## src/rtl/trakball_quad_gen.sv

```systemverilog
// trakball_quad_gen: Trak-Ball emulator turning posted X/Y motion deltas into paced Gray-code quadrature for the LETA counter.
//
// Ports:
//   clk           system clock, all state changes on posedge
//   rst_b         asynchronous active-low reset
//   delta_x/y     signed DW-bit motion deltas, two's complement
//   delta_valid   deltas presented this cycle
//   delta_ready   registered 1 from the first edge after reset release
//   ovf_clr       clears the sticky overflow flag
//   rate_sel      (only with TRAKBALL_RATE_SEL_EN) step divider = STEP_DIV >> rate_sel
//   quad_x_a/b    X quadrature channels
//   quad_y_a/b    Y quadrature channels
//   busy          an accumulator is nonzero
//   ovf           sticky: an accumulator saturated
//
// Optional feature macro: TRAKBALL_RATE_SEL_EN.
module trakball_quad_gen #(
    parameter int DW       = 8,
    parameter int AW       = 12,
    parameter int STEP_DIV = 16
) (
    input  logic          clk,
    input  logic          rst_b,
    input  logic [DW-1:0] delta_x,
    input  logic [DW-1:0] delta_y,
    input  logic          delta_valid,
    output logic          delta_ready,
    input  logic          ovf_clr,
`ifdef TRAKBALL_RATE_SEL_EN
    input  logic [1:0]    rate_sel,
`endif
    output logic          quad_x_a,
    output logic          quad_x_b,
    output logic          quad_y_a,
    output logic          quad_y_b,
    output logic          busy,
    output logic          ovf
);
    localparam int CW = $clog2(STEP_DIV);
    localparam logic signed [AW:0] MAX_V = (AW+1)'((2 ** (AW - 1)) - 1);
    logic [CW-1:0] cnt;
    logic tick, rdy;
    logic signed [AW-1:0] acc [2];
    logic signed [AW-1:0] acc_nx [2];
    logic [1:0] ph [2];
    logic [1:0] ph_nx [2];
    logic [DW-1:0] dlt [2];
    logic signed [AW:0] sum [2];
    logic [1:0] up, dn, sat, qa, qb;
    assign dlt[0] = delta_x;
    assign dlt[1] = delta_y;
`ifdef TRAKBALL_RATE_SEL_EN
    logic [CW-1:0] div_m1;
    assign div_m1 = CW'((STEP_DIV >> rate_sel) - 1);
    // >= rather than == so a shortened divider never strands cnt above the wrap point
    assign tick = cnt >= div_m1;
`else
    assign tick = cnt == CW'(STEP_DIV - 1);
`endif
    // One extra bit of headroom so the clamp sees the true sum before saturating.
    always_comb begin
        for (int i = 0; i < 2; i++) begin
            up[i] = tick && !acc[i][AW-1] && acc[i] != '0;
            dn[i] = tick && acc[i][AW-1];
            sum[i] = {acc[i][AW-1], acc[i]} - (AW+1)'(up[i]) + (AW+1)'(dn[i])
                   + (delta_valid && rdy ? {{(AW+1-DW){dlt[i][DW-1]}}, dlt[i]} : '0);
            sat[i] = sum[i] > MAX_V || sum[i] < -MAX_V;
            acc_nx[i] = sum[i] > MAX_V ? AW'(MAX_V) : sum[i] < -MAX_V ? AW'(-MAX_V) : AW'(sum[i]);
            // +1 forward, +3 (i.e. -1) backward
            ph_nx[i] = ph[i] + {dn[i], up[i] | dn[i]};
        end
    end
    always_ff @(posedge clk or negedge rst_b) begin
        if (!rst_b) begin
            cnt  <= '0;
            rdy  <= 1'b0;
            ovf  <= 1'b0;
            busy <= 1'b0;
            qa   <= '0;
            qb   <= '0;
            for (int i = 0; i < 2; i++) begin
                acc[i] <= '0;
                ph[i]  <= '0;
            end
        end else begin
            cnt  <= tick ? '0 : cnt + CW'(1);
            rdy  <= 1'b1;
            ovf  <= (|sat) | (ovf & ~ovf_clr);
            busy <= acc_nx[0] != '0 || acc_nx[1] != '0;
            for (int i = 0; i < 2; i++) begin
                acc[i] <= acc_nx[i];
                ph[i]  <= ph_nx[i];
                // Gray map 0:00 1:10 2:11 3:01 as {A,B}
                qa[i]  <= ^ph_nx[i];
                qb[i]  <= ph_nx[i][1];
            end
        end
    end
    assign delta_ready = rdy;
    assign quad_x_a    = qa[0];
    assign quad_x_b    = qb[0];
    assign quad_y_a    = qa[1];
    assign quad_y_b    = qb[1];
endmodule

```

## config.mk

```make
export PLATFORM = sky130hd
export DESIGN_NAME = trakball_quad_gen
export DESIGN_NICKNAME = d
export VERILOG_FILES = /design/src/rtl/trakball_quad_gen.sv
export SDC_FILE = /design/constraint.sdc
export NUM_CORES = 1
export LEC_CHECK = 0
export BUFFER_PORTS_ARGS = -buffer_cell sky130_fd_sc_hd__buf_2
export CAP_MARGIN = 15
export CORE_MARGIN = 3
export CORE_UTILIZATION = 40
export CTS_BUF_LIST = sky130_fd_sc_hd__clkbuf_2
export CTS_CLUSTER_DIAMETER = 60
export CTS_CLUSTER_SIZE = 10
export DETAILED_ROUTE_END_ITERATION = 7
export MAX_ROUTING_LAYER = met4
export SYNTH_ARGS = -nofsm -noshare
export SYNTH_HDL_FRONTEND = slang
export SYNTH_SLANG_ARGS = --single-unit
export TNS_END_PERCENT = 5
```

## constraint.sdc

```tcl
create_clock -name clk -period 3.8 [get_ports clk]
set_clock_uncertainty 0.1 [all_clocks]
set_input_delay 0.57 -clock clk [delete_from_list [all_inputs] [get_ports clk]]
set_output_delay 0.57 -clock clk [all_outputs]
set_load 0.02 [all_outputs]
```

# Word-level counts from Yosys, hierarchy flattened

Index checks and enable logic that the tools add are counted.

Memory bits (writable): 0
Output and inout bits: 7
Latch bits: 0
Flip-flop bits (word level): 39
ROM bits: 0
Input bits: 20
Logic and storage cells: 55
Memories kept: 0

Bitwise logic cells: 5
Add/sub/neg operators: 9
Reductions and logical operators: 19
Order comparisons: 4
Eq/ne operators: 1
$mul: 0
Div/mod/pow operators: 0
Shift-type cells: 0
Muxes and demuxes: 7

Operators by type and width:

| kind                                                          | number |
|---|---|
| 2-to-1 mux 12 bit                                             | 4 |
| nonzero test 12 bit                                           | 4 |
| adder 13 x 1 -> 13 bit                                        | 2 |
| adder 13 bit                                                  | 2 |
| > comparator 13 x 12 -> 1 bit (second input constant)         | 2 |
| less-than comparator 13 x 12 -> 1 bit (second input constant) | 2 |
| 2-to-1 mux 13 bit                                             | 2 |
| subtractor 12 x 2 -> 13 bit                                   | 2 |
| logical AND 1 bit                                             | 7 |
| adder 2 bit                                                   | 2 |
| adder 4 x 1 -> 4 bit (second input constant)                  | 1 |
| == test 4 bit (second input constant)                         | 1 |
| 2-to-1 mux 4 bit                                              | 1 |
| parity 2 bit                                                  | 2 |
| logical OR 1 bit                                              | 3 |
| bitwise OR 1 bit                                              | 3 |
| zero test 1 bit                                               | 2 |
| OR reduction 2 bit                                            | 1 |
| AND 1 bit                                                     | 1 |
| NOT 1 bit                                                     | 1 |

# Longest topological paths before layout

Gate-level depths: netlist of run 1.

Word-level depth: 11
Depth in mapped cells: 16
Depth with buffers taken out: 14

# Least setup slack after synthesis of run 1

OpenSTA, ideal clock, no wires.

Path kind: register to register
Start: register cnt[0]
End: register ovf
Path buffers: 0
Stages on the path, launching flop included: 15
Arrival: 3816 ps
Data required time: 3610 ps
Library setup time: 90 ps
Period minus slack after synthesis: 4006 ps
Path slack: -206 ps
Path through: dfrtp_1 -> ha_1 -> nand3_1 -> a311o_1 -> ha_1 -> inv_1 -> fa_1 -> fa_1 -> nor2b_4 -> o31a_1 -> o311a_1 -> nor3_1 -> or4_1 -> or4_1 -> o2111ai_1

Cells in the longest elaborated chain, start to end: 10
Elaborated cells between the ends (all ways): 21
Classes of those cells: add/sub (6); order compare (4); eq/ne (1); bitwise (1); reduce/logical (9)

RTL lines:

| element                                                                                       | RTL line | RTL |
|---|---|---|
| from (decl)                                                                                   | 41       | `logic [CW-1:0] cnt;` |
| from (signal assigned)                                                                        | 86       | `cnt <= tick ? '0 : cnt + CW'(1);` |
| == test 4 bit (*)                                                                             | 58       | `assign tick = cnt == CW'(STEP_DIV - 1);` |
| logical AND 1 bit (2 in series)                                                               | 63       | `up[i] = tick && !acc[i][AW-1] && acc[i] != '0;` |
| subtractor 12 x 2 -> 13 bit                                                                   | 65       | `sum[i] = {acc[i][AW-1], acc[i]} - (AW+1)'(up[i]) + (AW+1)'(dn[i])` |
| adder 13 x 1 -> 13 bit                                                                        | 65       |  |
| adder 13 bit                                                                                  | 66       | `+ (delta_valid && rdy ? {{(AW+1-DW){dlt[i][DW-1]}}, dlt[i]} : '0);` |
| > comparator 13 x 12 -> 1 bit / less-than comparator 13 x 12 -> 1 bit (equally long branches) | 67       | `sat[i] = sum[i] > MAX_V \|\| sum[i] < -MAX_V;` |
| logical OR 1 bit                                                                              | 67       |  |
| OR reduction 2 bit (*)                                                                        | 88       | `ovf <= (\|sat) \| (ovf & ~ovf_clr);` |
| bitwise OR 1 bit (*)                                                                          | 88       |  |
| to (signal assigned)                                                                          | 88       |  |
| to (decl)                                                                                     | 37       | `output logic ovf` |

Mark *: on every way between the ends. The rest lies on a longest branch, timed or not.

# Worst setup path after layout of run 1

Start: register cnt[1]
End: register ovf

The elaborated chain is that of the path after synthesis.

==> impl_metrics.ini, run 1 <==
[status]
status = complete, but fails checks
violations = negative setup slack

[yosys]
synth_cell_types = 62
synth-async-reset-ratio_pct = 100
synth-edff-count = 0
yosysSeqAreaShare_pct = 26.1
synth.avg_cell_area_um2 = 8.44
synth_cells = 420
syn-num-nets = 495
synth_seq_cells = 37
synth-main-ff-cell = dfrtp_1
yosysWarnings = 0
synthesis.area_um2 = 3550

[setup_path]
cp_slowest_cell = or4_1
cp.required_ns = 4.03
rrSetupSlack_ns = -0.1
timing.critical_path.mode_cell = fa_2
crit_end = ovf
worstReg2RegStart = cnt[1]
crit_arrival_ns = 4.13
worst_path_largest_cell_delay_ns = 0.54
start_kind = flip-flop
cp_max_fo = 4
critPathKind = flip-flop to flip-flop
reg2regPathDepth = 14
worstPathCellList = ha_4 > nand3_4 > a311o_1 > ha_1 > inv_2 > fa_2 > fa_2 > nor2b_4 > o31a_1 > o311a_1 > nor3_1 > or4_1 > or4_4 > o2111ai_2
worstSetupStartpoint = cnt[1]
r2r_end = ovf
end_kind = flip-flop

[global_route]
grt-ovfl-total = 0
antenna_found_initial = 0
globalRouteTotalUtil_pct = 17.8
grt_pass1_vias = 3060
grt_max_degree = 38
use_met1_pct = 22.5
grtUsageMet3_pct = 2.15
grt_pass1_wl_mm = 14.0
grt_busiest_layer = met2
use_met2_pct = 30.4

[drt]
drt_iter0_drc = 91
dr.pass1.iters = 4
drt-total-wl_mm = 8.19
viasPerCell = 5.16
ant_nets = 0
wl_per_cell_um = 13.6
vias = 3097
drc = 0

[sta]
setup_viol_count_final = 4
worstMarginPinSlew_ns = 0.814
max_slew_margin_pct = 45.7
worst_slack_ns = -0.0997
whs_ns = 0.0994
period_minus_slack_ns = 3.90
grt_setup_unrepaired = yes
finalCritPeriodShare_pct = 103
fmax_ghz = 0.256
finalMaxSlewViolations = 0
finalHoldViolations = 0

[clock_network]
cts-root-buf = clkbuf_2
cts_tree = done
htreeDepth = 2
clk_pin_slew_ns = 0.23
clock_path_buffers = 2
numCtsBuffers = 5
insertion_delay_ns = 0.41
clkSinkCount = 37

[cells_and_area]
post_route_cells_drive_above_1_share_pct = 22.6
nets = 569
fin_cells = 600
area_growth_pct = 21.1
antennaDiodeCount = 0
nFillCells = 841
mostFrequentLayoutCell = inv_1
seq_area_um2 = 926
final_cell_mix = inv_1 (85), ha_1 (50), buf_4 (50)
multi_input_area_um2 = 2360

[floorplan]
die_area_um2 = 10000
core_um2 = 8420
num_rows = 33
die_w_um = 100
initial_utilization_pct = 42.1
num_io_pins = 27
die_h_um = 100

[placement]
dp_cells = 588
gp_congestion = 0.959
io_buffers = 26
dp_hpwl_mm = 6.69

[run]
drv_cap = 0

[worst_hold_path]
hold_class = primary input to asynchronous set/reset pin
[flip-flops by register name, summed over array words and instances, names as in the netlist]
signal / cells
qa: 2
ovf: 1
ph: 3
acc: 24
busy: 1
delta_ready: 1
qb: 1
cnt: 4
[final cells by class]
cell class	instances	share of cell area, %
Clock buffer	5	0.583
Clock inverter	3	0.495
Inverter	86	7.52
Multi-Input combinational cell	288	55.0
Sequential cell	37	21.6
Tap cell	105	3.06
Timing Repair Buffer	76	11.8
[metal layers]
layer,vias up,routed length [µm],part of all wire (%)
met3,11,252,3.1
met1,1438,3710,45
met5,-,0,0
met4,0,146,1.8
met2,55,4080,50
li1,1593,-,-
[logic make-up after synthesis]
| logic type | share of synthesized area [%] |
|---|---|
| AOI/OAI and AO/OA | 18.7 |
| xor gates and xnor gates | 5.43 |
| adders and majority gates | 23.6 |
| buffers and inverters | 10.2 |
| DFF | 26.1 |
| muxes | 0.565 |
| other | 0.106 |
| and+or+nand+nor | 15.2 |
[how the worst min path moves through the flow]
stage,startpoint,cells after the start,slack (ns),endpoint
after CTS,rst_b,1,0.13,ph[1]
after detailed placement,ph[2],1,0.42,ph[2]
after global placement,ph[2],1,0.40,ph[2]
final,rst_b,1,0.1,qa[1]
after floorplan,rst_b,0,0.17,acc[0]
after global routing,rst_b,1,0.12,qa[1]
[synth_stat cells (6+ instances only)]
cell type / instances / share of area (%)
clkbuf_1: 6 / 0.64
nor2_1: 20 / 2.1
o21a_1: 6 / 1.3
o21ai_0: 22 / 3.1
nand2_1: 28 / 3.0
nand3_1: 8 / 1.1
maj3_1: 12 / 3.4
ha_1: 51 / 18
xnor2_1: 9 / 2.2
dfrtp_1: 37 / 26
a21oi_1: 16 / 2.3
inv_1: 86 / 9.1
xor2_1: 13 / 3.2
nor3_1: 8 / 1.1
nor4_1: 8 / 1.4
[stage by stage]
step	util [%]	setup TNS, ns	cell area (µm²)	worst slack, ns
finish	51.0	-0.206	4300	-0.0997
global route	51.0	-4.31	4300	-0.286
CTS	50.9	-0.188	4290	-0.0997
detailed placement	49.2	-0.532	4140	-0.154
global placement	49.2	-0.130	4140	-0.0525
floorplan	-	-0.0165	3580	-0.0165
[timing repair]
action,4_1_cts,5_1_grt
resized for setup,13,4
pin swaps,6,2
hold buffers,0,0
buffers inserted,4,0
setup endpoints to repair,20,24
[worst max-delay path: cells and delay by family, from the launching register on]
family,cells,cell delay [ns]
compound gates,4,0.78
fa+ha+maj,4,1.22
buf+inv,1,0.04
flops,1,0.44
simple gates,5,1.25
Power of run 1 is left out: the tool's default activity adds up to more than one toggle a clock period on the data nets, which glitch-free logic cannot reach.
==> run 2, diff against run 1 <==
CELL_PAD_IN_SITES_DETAIL_PLACEMENT = 0   (was not set)
CELL_PAD_IN_SITES_GLOBAL_PLACEMENT = 1   (was not set)
PLACE_DENSITY_LB_ADDON = 0.1   (was not set)
==> impl_metrics.ini, run 2 (synthesis gave the netlist of run 1 again) <==
[cells_and_area]
post_route_cells_drive_above_1_share_pct = 26.5
largest_reg_flops = 24
top_regs = acc: 24 flops, cnt: 4 flops, ph: 3 flops
area_growth_pct = 25.1
antennaDiodeCount = 0
final_cell_mix = inv_1 (85), buf_4 (58), ha_1 (50)
regMostFlops = acc
mostFrequentLayoutCell = inv_1
nets = 579
nFillCells = 829

[drt]
vias = 3130
wl_per_cell_um = 14.3
viasPerCell = 5.13
dr.pass1.iters = 4
drt-total-wl_mm = 8.73
drc = 0
drt_iter0_drc = 196
ant_nets = 0

[floorplan]
die_area_um2 = 10000
die_w_um = 100
initial_utilization_pct = 42.1
num_io_pins = 27
num_rows = 33
die_h_um = 100
core_um2 = 8420

[setup_path]
worst_path_largest_cell_delay_ns = 0.52
cp_max_fo = 5
rrSetupSlack_ns = -0.1
cp.required_ns = 4.02
end_kind = flip-flop
crit_arrival_ns = 4.12
r2r_end = ovf
critPathKind = flip-flop to flip-flop
reg2regPathDepth = 14
start_kind = flip-flop
worstPathCellList = nor4_1 > buf_4 > a311o_1 > ha_1 > inv_2 > fa_2 > fa_2 > nor2b_4 > o31a_1 > nor4_1 > nor3_1 > or4_1 > or4_4 > o2111ai_1
worstReg2RegStart = acc[5]
cp_slowest_cell = or4_1

[placement]
pre_cts_ws_ns = -0.103
gp_congestion = 0.845
io_buffers = 26
dp_hpwl_mm = 7.22

[sta]
fmax_ghz = 0.257
period_minus_slack_ns = 3.90
worstMarginPinSlew_ns = 0.808
finalHoldViolations = 0
finalMaxSlewViolations = 0
max_slew_margin_pct = 46.1
setup_viol_count_final = 4
grt_setup_unrepaired = yes
finalCritPeriodShare_pct = 103
worst_slack_ns = -0.0976

[global_route]
antenna_found_initial = 0
use_met2_pct = 25.5
globalRouteTotalUtil_pct = 18.8
grt-ovfl-total = 0
grtUsageMet3_pct = 3.27
use_met1_pct = 29.5
grt_pass1_wl_mm = 14.6
grt_pass1_vias = 2976
grt_busiest_layer = met1
grt_max_degree = 38

[clock_network]
cts_tree = done
clkSinkCount = 37
insertion_delay_ns = 0.39
htreeDepth = 2
clock_path_buffers = 2
clk_pin_slew_ns = 0.19
numCtsBuffers = 5
cts-root-buf = clkbuf_2

[run]
drv_cap = 0

[worst_hold_path]
hold_class = primary input to asynchronous set/reset pin

[status]
status = complete, but fails checks
violations = negative setup slack
run 2: cell count changes in the layout (fill, tap and decap cells not counted), sizes merged:
cell    before  now
bufinv       0    1
buf         76   86
inv         87   86
run 2: timing repair:
action,4_1_cts,5_1_grt
setup endpoints to repair,15,25
cloned,0,0
hold buffers,0,0
buffers inserted,4,0
gates resized for setup,11,21
pin swaps,7,9
run 2: critical path, delay by kind of cell, from the launching register on:
family | cells | cell delay (ns)
DFF | 1 | 0.42
adders and majority gates | 3 | 0.69
buffers and inverters | 2 | 0.24
and+or+nand+nor | 6 | 1.75
AOI/OAI and AO/OA | 3 | 0.63
run 2: stage by stage:
step,instances,hold WS (ns),util [%],cell area (µm²),TNS [ns]
6_report,610,0.139,52.7,4440,-0.233
5_1_grt,610,0.156,52.7,4440,-1.73
4_1_cts,610,0.143,51.8,4370,-0.182
3_5_place_dp,598,0.413,50.2,4230,-0.407
3_3_place_gp,598,0.408,50.2,4230,-0.263
2_1_floorplan,420,0.174,-,3580,-0.0165
run 2: how the worst max path moves through the flow:
stage                 to  slack (ns)   start
global route         ovf       -0.28  acc[5]
CTS                  ovf       -0.08  cnt[1]
finish               ovf        -0.1  acc[5]
global placement     ovf       -0.09  acc[5]
floorplan           busy       -0.02  cnt[0]
detailed placement   ovf       -0.10  cnt[1]
run 2: final cells by class:
class,instances,area [µm²],share of cell area (%)
Clock buffer,5,25.0,0.564
Clock inverter,3,41.3,0.931
Inverter,86,323,7.28
Multi-Input combinational cell,288,2390,53.9
Sequential cell,37,926,20.9
Tap cell,105,131,2.96
Timing Repair Buffer,86,597,13.5
run 2: metal layers:
| metal | wire length [µm] | vias up |
|---|---|---|
| li1 | - | 1602 |
| met1 | 4710 | 1459 |
| met2 | 3550 | 59 |
| met3 | 405 | 10 |
| met4 | 56 | 0 |
| met5 | 0 | - |
Power of run 2 is left out for the same reason.
